**config.mk**
```make
export PLATFORM = sky130hd
export DESIGN_NAME = busca_instrucao
export DESIGN_NICKNAME = d
export VERILOG_FILES = /design/src/rtl/busca_instrucao.sv
export SDC_FILE = /design/constraint.sdc
export NUM_CORES = 1
export LEC_CHECK = 0
export CAP_MARGIN = 20
export CORE_MARGIN = 2
export CORE_UTILIZATION = 45
export DETAILED_ROUTE_END_ITERATION = 8
export PLACE_DENSITY = 0.75
export SKIP_CTS_REPAIR_TIMING = 1
export SYNTH_ARGS = -nofsm -noshare
export SYNTH_HDL_FRONTEND = slang
export SYNTH_SLANG_ARGS = --single-unit
```
**constraint.sdc**
```tcl
create_clock -name clock -period 2.35 [get_ports clock]
set_clock_uncertainty 0.2 [all_clocks]
set_input_delay 0.47 -clock clock [delete_from_list [all_inputs] [get_ports clock]]
set_output_delay 0.47 -clock clock [all_outputs]
set_load 0.02 [all_outputs]
```
**src/rtl/busca_instrucao.sv**
```systemverilog
// Instruction-fetch stage: holds the program counter, fetches over a
// request/ready handshake with instruction memory and fills the IF/ID
// pipeline register. Redirects (taken branch/jump) arriving while a fetch
// is outstanding are remembered and applied when that fetch completes.
module busca_instrucao #(
  parameter logic [31:0] PC_INICIAL = 32'h0000_0000
) (
  input  logic        clock,
  input  logic        reset,
  output logic        mem_req,
  output logic [31:0] mem_endereco,
  input  logic        mem_pronto,
  input  logic [31:0] mem_dado,
  input  logic        stall,
  input  logic        desvio,
  input  logic [31:0] alvo_desvio,
  output logic [31:0] if_id_instrucao,
  output logic [31:0] if_id_pc4,
  output logic        if_id_valido
);

  typedef enum logic {
    BUSCA  = 1'b0,
    SEGURA = 1'b1
  } estado_t;

  estado_t     estado_q;
  logic [31:0] pc_q;
  logic [31:0] buffer_q;
  logic        desvio_pendente_q;
  logic [31:0] alvo_pendente_q;
  logic [31:0] if_id_instrucao_q;
  logic [31:0] if_id_pc4_q;
  logic        if_id_valido_q;

  // Sequential address; wraps modulo 2^32.
  logic [31:0] pc_mais4_d;
  assign pc_mais4_d = pc_q + 32'd4;

  // Memory side: the address is the pc; a request is only issued while fetching.
  assign mem_endereco = pc_q;
  assign mem_req      = (estado_q == BUSCA) && !reset;

  assign if_id_instrucao = if_id_instrucao_q;
  assign if_id_pc4       = if_id_pc4_q;
  assign if_id_valido    = if_id_valido_q;

  // Fetch FSM together with the IF/ID register. IF/ID priority is
  // desvio (flush) > stall (hold) > delivery > bubble; a delivery only
  // happens with stall=0 and desvio=0, so the default bubble is overridden
  // in exactly those branches.
  always_ff @(posedge clock) begin
    if (reset) begin
      estado_q          <= BUSCA;
      pc_q              <= PC_INICIAL;
      buffer_q          <= 32'd0;
      desvio_pendente_q <= 1'b0;
      alvo_pendente_q   <= 32'd0;
      if_id_instrucao_q <= 32'd0;
      if_id_pc4_q       <= 32'd0;
      if_id_valido_q    <= 1'b0;
    end else begin
      if (desvio) begin
        if_id_valido_q <= 1'b0;
      end else if (!stall) begin
        if_id_valido_q <= 1'b0;
      end

      case (estado_q)
        BUSCA: begin
          if (mem_pronto) begin
            if (desvio || desvio_pendente_q) begin
              // Fetched word belongs to the wrong path: drop it.
              pc_q              <= desvio ? alvo_desvio : alvo_pendente_q;
              desvio_pendente_q <= 1'b0;
            end else if (!stall) begin
              if_id_instrucao_q <= mem_dado;
              if_id_pc4_q       <= pc_mais4_d;
              if_id_valido_q    <= 1'b1;
              pc_q              <= pc_mais4_d;
            end else begin
              // Decode is busy: park the word and stop requesting.
              buffer_q <= mem_dado;
              pc_q     <= pc_mais4_d;
              estado_q <= SEGURA;
            end
          end else if (desvio) begin
            // Transaction cannot be aborted; remember the latest target.
            desvio_pendente_q <= 1'b1;
            alvo_pendente_q   <= alvo_desvio;
          end
        end
        SEGURA: begin
          if (desvio) begin
            pc_q     <= alvo_desvio;
            estado_q <= BUSCA;
          end else if (!stall) begin
            // pc already points past the buffered instruction.
            if_id_instrucao_q <= buffer_q;
            if_id_pc4_q       <= pc_q;
            if_id_valido_q    <= 1'b1;
            estado_q          <= BUSCA;
          end
        end
        default: estado_q <= BUSCA;
      endcase
    end
  end

endmodule

```
Yosys cells after proc, flatten, opt, wreduce, memory -nomap -nowiden. Cells that the tools add are included. Widths: inputs -> output; s select.

Register bits after elaboration: 163. Input port bits: 69. Output and inout bits: 98. Logic and storage cells: 60.

Add/subtract/negate cells: 1. Equality and inequality tests: 7. Mux-type cells: 32. Bitwise logic cells: 3. Reduce and logical (&&, ||, !) cells: 9.

Operators by type and width (number): $mux 32 (14); $pmux 32 s2 (3); $add 32x3->32 const B (1); $mux 1 (13); $ne 2x2->1 const B (6); $reduce_and 5->1 (1); $pmux 1 s2 (2); $reduce_and 2->1 (2); $reduce_and 4->1 (1); $not 1->1 (3); $reduce_and 3->1 (1); $ne 2x1->1 const B (1); $reduce_bool 2->1 (1); $logic_and 1x1->1 (1); $logic_not 1->1 (1); $logic_or 1x1->1 (1).

Depth between registers and ports, before layout. Gate-level depths: netlist (run 1).

Depth after elaboration: 6. Mapped depth: 8. Depth with buffers taken out: 6.

Worst setup path after synthesis (run 1). Ideal clock, no wire load.

Kind: register to register. Start: register pc_q[2] (netlist: mem_endereco[2]). End: register if_id_pc4_q[14] (netlist: if_id_pc4[14]). Setup time: 0.118 ns. Arrival time: 2.112 ns. Required time: 2.032 ns. Slack: -0.080 ns. Stages on the path, launching flop included: 9. Buffers on the path: 2. Clock period less this slack: 2.430 ns. Cells stage by stage: dfxtp_1 -> ha_1 -> nand3_2 -> or3_1 -> clkbuf_1 -> clkbuf_1 -> o31a_1 -> nor3_1 -> nor2_1.

Cells in the longest elaborated chain, start to end: 5.

RTL lines: start: declaration (line 28) `logic [31:0] pc_q;`; start signal: assignment (line 74) `pc_q <= desvio ? alvo_desvio : alvo_pendente_q;`; start signal: assignment (line 80) `pc_q <= pc_mais4_d;`; start signal: assignment (line 84) `pc_q <= pc_mais4_d;`; $add 32x3->32 (line 38) `assign pc_mais4_d = pc_q + 32'd4;`; $mux 32 (line 76) `end else if (!stall) begin`; $mux 32 (line 72) `if (desvio || desvio_pendente_q) begin`; $mux 32 (line 71) `if (mem_pronto) begin`; $pmux 32 s2 (line 69) `case (estado_q)`; end signal: assignment (line 78) `if_id_pc4_q <= pc_mais4_d;`; end signal: assignment (line 100) `if_id_pc4_q <= pc_q;`; end: declaration (line 33) `logic [31:0] if_id_pc4_q;`.

Every way passes these cells. The select of a mux whose other input is x is not followed. A chain may end at the register's enable or synchronous reset.

Final worst setup path (run 1).
Start: register pc_q[22] (netlist: mem_endereco[22]). End: output port mem_endereco[22].

RTL lines: end: declaration (line 11) `output logic [31:0] mem_endereco,`.

No word-level cell between the ends.

==> flow_summary.toml, run 1 <==
[outcome]
status = "finished, final reports clean"

[global_route]
grt_pass1_vias = 7145
grt_use_met1 = 0.356
grt_pass1_wl_mm = 37.0
grtUsageMet3 = 0.0373
grt_usage = 0.253
antenna_found_initial = 0
grt_overflow = 0
use_met2 = 0.387
grt_max_degree = 43
grt-busiest-layer = "met2"

[critical_path]
crit_type = "reg -> out"
end_kind = "output port"
path_max_fanout = 5
cp.arrival_ns = 1.63
start_kind = "flop"
cp.required_ns = 1.68

[yosys]
syn_inst = 998
synthFlopType = "dfxtp_1"
ys_ff_latch = 163
yosysWarnings = 0
synth_cell_types = 58
yosysTopAreaCellShare = 0.415
ys_async_sr_fraction = 0
synth_nets = 1068
synth.cell_area_mm2 = 0.00785
avgSynthCellArea_um2 = 7.87
ys_seq_area_frac = 0.415
netlist.top_cell.by_area = "dfxtp_1"
synth_edf_count = 0
synth.area.top_cells = "dfxtp_1 42%, nand2_1 8.6%, a21oi_1 6.9%"

[clock_tree]
clk_pin_slew_ns = 0.06
clk_latency_ns = 0.43
clk_path_buf_depth = 2
htreeDepth = 4
cts.sink_count = 163
cts_tree = "done"
clockRootBuffer = "clkbuf_16"
cts_inserted_buffers = 17

[timing]
setup_slack_ns = 0.0452
maxSlewViolCount = 0
fmax_mhz = 434
tightest_slew_ns = 0.511
setup_viol = 0
fin_tns_setup_ns = 0
max_slew_margin = 0.659
finalCritPeriodShare = 0.981
hold_slack_ns = 0.167
fin_crit_ns = 2.30
final_hold_viol_count = 0

[finish]
nets = 1261
antenna_cells = 0
drive_gt1_frac = 0.125
area_delta_synth_final_pct = 38.3
fin_area_mm2 = 0.0109

[floorplanning]
num_io_pins = 167
fp.dieW_um = 136
core_mm2 = 0.0172
die_h_um = 136
rows = 48
start_util = 0.457
die_area_mm2 = 0.0185

[route]
drc = 0
wl_per_cell_um = 16.5
wl_mm = 23.6
via_per_inst = 5.55
final_antenna_net_count = 0
dr.pass1.iters = 5
drt_iter0_markers = 726
num_vias = 7931

[placed_design]
place_congestion = 0.874
dp_hpwl_mm = 16.9
port_buffers = 166
placed_area_mm2 = 0.0102
place_ws_ns = -0.158

[pwr]
p_leak_uw = 0.00379
powerDensity_mw_per_mm2 = 655
peakVddDrop_mv = 0.529

[hold_path]
hold_class = "in -> reg"

[run]
cap_viol_max_count = 0
[cell usage in the layout, fill, tap and decap left out, drive strengths merged, types with 14 or more instances in the layout]
cell           count
a211oi            50
a21oi            109
buf              101
clkbuf            20
clkdlybuf4s50    165
dfxtp            163
inv               20
mux2i             39
nand2            179
nand2b            18
nand3             29
nand4             15
nor2              77
nor3              22
nor4              14
o21ai             49
xnor2             23
[cell usage after synthesis (8+ instances only)]
cell,number
a211oi_1,50
xnor2_1,23
nor2_1,77
nand3_1,26
dfxtp_1,163
and3_1,9
nand2b_1,18
buf_2,18
o22ai_1,9
nand4_1,14
buf_1,10
clkbuf_1,55
a21oi_1,109
nor3_1,22
nand2_1,179
o21ai_0,46
mux2i_1,39
a22oi_1,8
inv_1,14
a31oi_1,10
nor4_1,11
[cells by family (layout without fill, tap and decap cells)]
| kind of cell | Yosys count | in the layout | synth area share |
|---|---|---|---|
| adders and majority gates | 1 | 1 | 0.00159 |
| and+or+nand+nor | 388 | 388 | 0.232 |
| DFF | 163 | 163 | 0.415 |
| xor gates and xnor gates | 26 | 26 | 0.0290 |
| muxes | 40 | 40 | 0.0511 |
| AOI/OAI and AO/OA | 274 | 274 | 0.213 |
| buffers and inverters | 106 | 312 | 0.0577 |
[power by group]
group | switching [uW] | total [uW] | internal [uW]
registers | 106 | 3010 | 2910
logic | 676 | 1280 | 603
clock network | 1200 | 2820 | 1620
total | 1980 | 7120 | 5130
[critical path, stage by stage, from the launching register on]
cell and delay [ns]:
dfxtp_1 0.43, buf_4 0.17, clkdlybuf4s50_1 0.60
[routing by layer]
| layer | vias up | wire length [um] |
|---|---|---|
| met5 | - | 0 |
| met4 | 0 | 695 |
| met3 | 52 | 1510 |
| met2 | 301 | 10800 |
| met1 | 3666 | 10700 |
| li1 | 3912 | - |
[flip-flops by register name, summed over array words and instances, names as in the netlist]
name,flops
alvo_pendente_q,32
if_id_instrucao,32
desvio_pendente_q,1
mem_endereco,32
estado_q,1
if_id_pc4,32
if_id_valido,1
buffer_q,32
[worst paths after layout]
kind / startpoint / endpoint / slack (ns) / depth (start not counted)
worst max register to register: mem_endereco[9] / mem_endereco[27] / 0.10 / 5
worst min-delay path: reset / mem_endereco[24] / 0.17 / 2
worst max-delay path: mem_endereco[22] / mem_endereco[22] / 0.05 / 2
worst min register to register: alvo_pendente_q[6] / alvo_pendente_q[6] / 0.25 / 2
[stage by stage]
| stage | instances | util | total power [uW] |
|---|---|---|---|
| 2_1_floorplan | 998 | - | 3710 |
| 3_3_place_gp | 1396 | 0.596 | 4310 |
| 3_5_place_dp | 1396 | 0.596 | 4340 |
| 4_1_cts | 1428 | 0.631 | 7130 |
| 5_1_grt | 1429 | 0.632 | 7380 |
| 6_report | 1429 | 0.632 | 7120 |
[layout make-up]
type	instances	area [um^2]
clock buffers	20	447
inverters	14	52.6
fillers	1522	6320
clock inverters	12	145
repair buffers	266	2500
well taps	225	282
flip-flops and latches	163	3270
multi-input cells	729	4160
Power figures use the tool's default switching activity.
==> run 2, diff against run 1 <==
--- a/config.mk
+++ b/config.mk
@@ -10,6 +10,7 @@
 export CORE_UTILIZATION = 45
 export DETAILED_ROUTE_END_ITERATION = 8
 export PLACE_DENSITY = 0.75
+export RECOVER_POWER = 50
 export SKIP_CTS_REPAIR_TIMING = 1
 export SYNTH_ARGS = -nofsm -noshare
 export SYNTH_HDL_FRONTEND = slang
==> run 2 against run 1 <==
Compared with the run above: critical path depth unchanged; die area unchanged; via count increased by 0.81%; combinational power about the same; sequential share of layout area increased by 0.087 points; register-to-register slack got worse by 0.02 ns; wire length increased by 0.23%; count of clock-buffer cells in the layout unchanged; fmax increased by 0.11%; clock power about the same; largest cell class unchanged.
==> flow_summary.toml, run 2 (synthesis gave the netlist of run 1 again) <==
[outcome]
status = "finished, final reports clean"

[run]
cap_viol_max_count = 0

[timing]
tightest_slew_ns = 0.503
fin_crit_ns = 2.30
final_hold_viol_count = 0
finalCritPeriodShare = 0.980
fin_tns_setup_ns = 0
max_slew_margin = 0.665
hold_slack_ns = 0.163
setup_viol = 0
fmax_mhz = 434
maxSlewViolCount = 0

[finish]
final_util = 0.630
final_cell_mix = "179 x nand2_1, 159 x dfxtp_1, 109 x a21oi_1"
antenna_cells = 0
area_delta_synth_final_pct = 37.9
final_common_cell = "nand2_1"
nets = 1261
drive_gt1_frac = 0.122
fin_area_mm2 = 0.0108

[route]
via_per_inst = 5.59
top_layer = "met4"
wl_per_cell_um = 16.6
wl_met2_mm = 10.8
drc = 0
wl_mm = 23.7
dr.pass1.iters = 6
final_antenna_net_count = 0
met3_length_mm = 1.67
wl_met1_mm = 10.6
num_vias = 7995
drt_iter0_markers = 729

[clock_tree]
clk_pin_slew_ns = 0.06
clk_latency_ns = 0.43
htreeDepth = 4
cts_tree = "done"
clockRootBuffer = "clkbuf_16"
clk_path_buf_depth = 2
cts.sink_count = 163
cts_inserted_buffers = 17

[hold_path]
hold_class = "in -> reg"
whs_path_depth = 2
min_to = "mem_endereco[21]"
hold_start = "reset"

[critical_path]
cp.required_ns = 1.68
cp.arrival_ns = 1.63
start_kind = "flop"
crit_type = "reg -> out"
r2r_slack_ns = 0.08
reg2reg_from = "mem_endereco[3]"
path_max_fanout = 5
worst_r2r_endpoint = "mem_endereco[24]"
rr_worst_depth = 6
end_kind = "output port"

[floorplanning]
num_io_pins = 167
fp.dieW_um = 136
die_area_mm2 = 0.0185
start_util = 0.457
rows = 48
core_mm2 = 0.0172
die_h_um = 136

[global_route]
grt_pass1_vias = 7145
grt_usage = 0.253
grt_pass1_wl_mm = 37.0
antenna_found_initial = 0
grt_max_degree = 43
grt_overflow = 0

[placed_design]
place_congestion = 0.874
placed_area_mm2 = 0.0102
dp_hpwl_mm = 16.9
port_buffers = 166

[pwr]
powerDensity_mw_per_mm2 = 655
p_leak_uw = 0.00397
peakVddDrop_mv = 0.528
==> run 2: cell count changes in the layout (fill, tap and decap cells not counted) <==
| cell | before | now |
|---|---|---|
| clkbuf_4 | 0 | 1 |
| buf_12 | 7 | 6 |
| dlygate4sd3_1 | 0 | 67 |
| clkdlybuf4s50_1 | 165 | 98 |
| clkbuf_1 | 2 | 6 |
| clkbuf_2 | 0 | 3 |
| buf_6 | 0 | 1 |
| buf_4 | 93 | 85 |
==> run 2: worst max-delay path by stage <==
| stage | start | to | slack (ns) | cells past startpoint |
|---|---|---|---|---|
| after detailed placement | mem_pronto | if_id_instrucao[24] | -0.16 | 8 |
| after CTS | estado_q | mem_req | 0.009 | 2 |
| after floorplan | mem_endereco[2] | if_id_pc4[14] | 0.05 | 8 |
| final | mem_endereco[22] | mem_endereco[22] | 0.05 | 2 |
| after global placement | desvio | mem_endereco[24] | -0.12 | 7 |
| after global routing | mem_endereco[3] | mem_endereco[24] | -0.0007 | 6 |
==> run 2: metal layers <==
metal	up-vias	GRT usage
met3	62	0.0373
met5	-	0
met4	0	0.103
met2	343	0.387
met1	3671	0.356
li1	3919	-
==> run 2: layout make-up <==
type,count,area (um^2)
inverters,14,52.6
clock inverters,12,145
well taps,225,282
clock buffers,20,447
fillers,1523,6350
repair buffers,266,2470
flip-flops and latches,163,3270
multi-input cells,729,4160
==> run 2: power by group <==
part	total [uW]	internal (uW)	switching, uW
sequential	3010	2910	102
clock	2830	1620	1200
combinational	1250	575	677
==> run 2: per-stage QoR <==
| step | total power (uW) | worst slack [ns] | cells |
|---|---|---|---|
| 2_1_floorplan | 3710 | 0.0474 | 998 |
| 3_3_place_gp | 4310 | -0.122 | 1396 |
| 3_5_place_dp | 4340 | -0.158 | 1396 |
| 4_1_cts | 7130 | 0.00945 | 1428 |
| 5_1_grt | 7350 | -0.000681 | 1429 |
| 6_report | 7090 | 0.0478 | 1429 |
==> run 2: critical path, cell delays in order (launching register included) <==
cell	delay (ns)
dfxtp_1	0.43
buf_4	0.17
clkdlybuf4s50_1	0.60
==> run 3, diff against run 2 <==
--- a/config.mk
+++ b/config.mk
@@ -5,7 +5,7 @@
 export SDC_FILE = /design/constraint.sdc
 export NUM_CORES = 1
 export LEC_CHECK = 0
-export CAP_MARGIN = 20
+export CAP_MARGIN = 10
 export CORE_MARGIN = 2
 export CORE_UTILIZATION = 45
 export DETAILED_ROUTE_END_ITERATION = 8
==> results of run 3 <==
The final DEF is identical to that of run 2; final timing and power are the same.
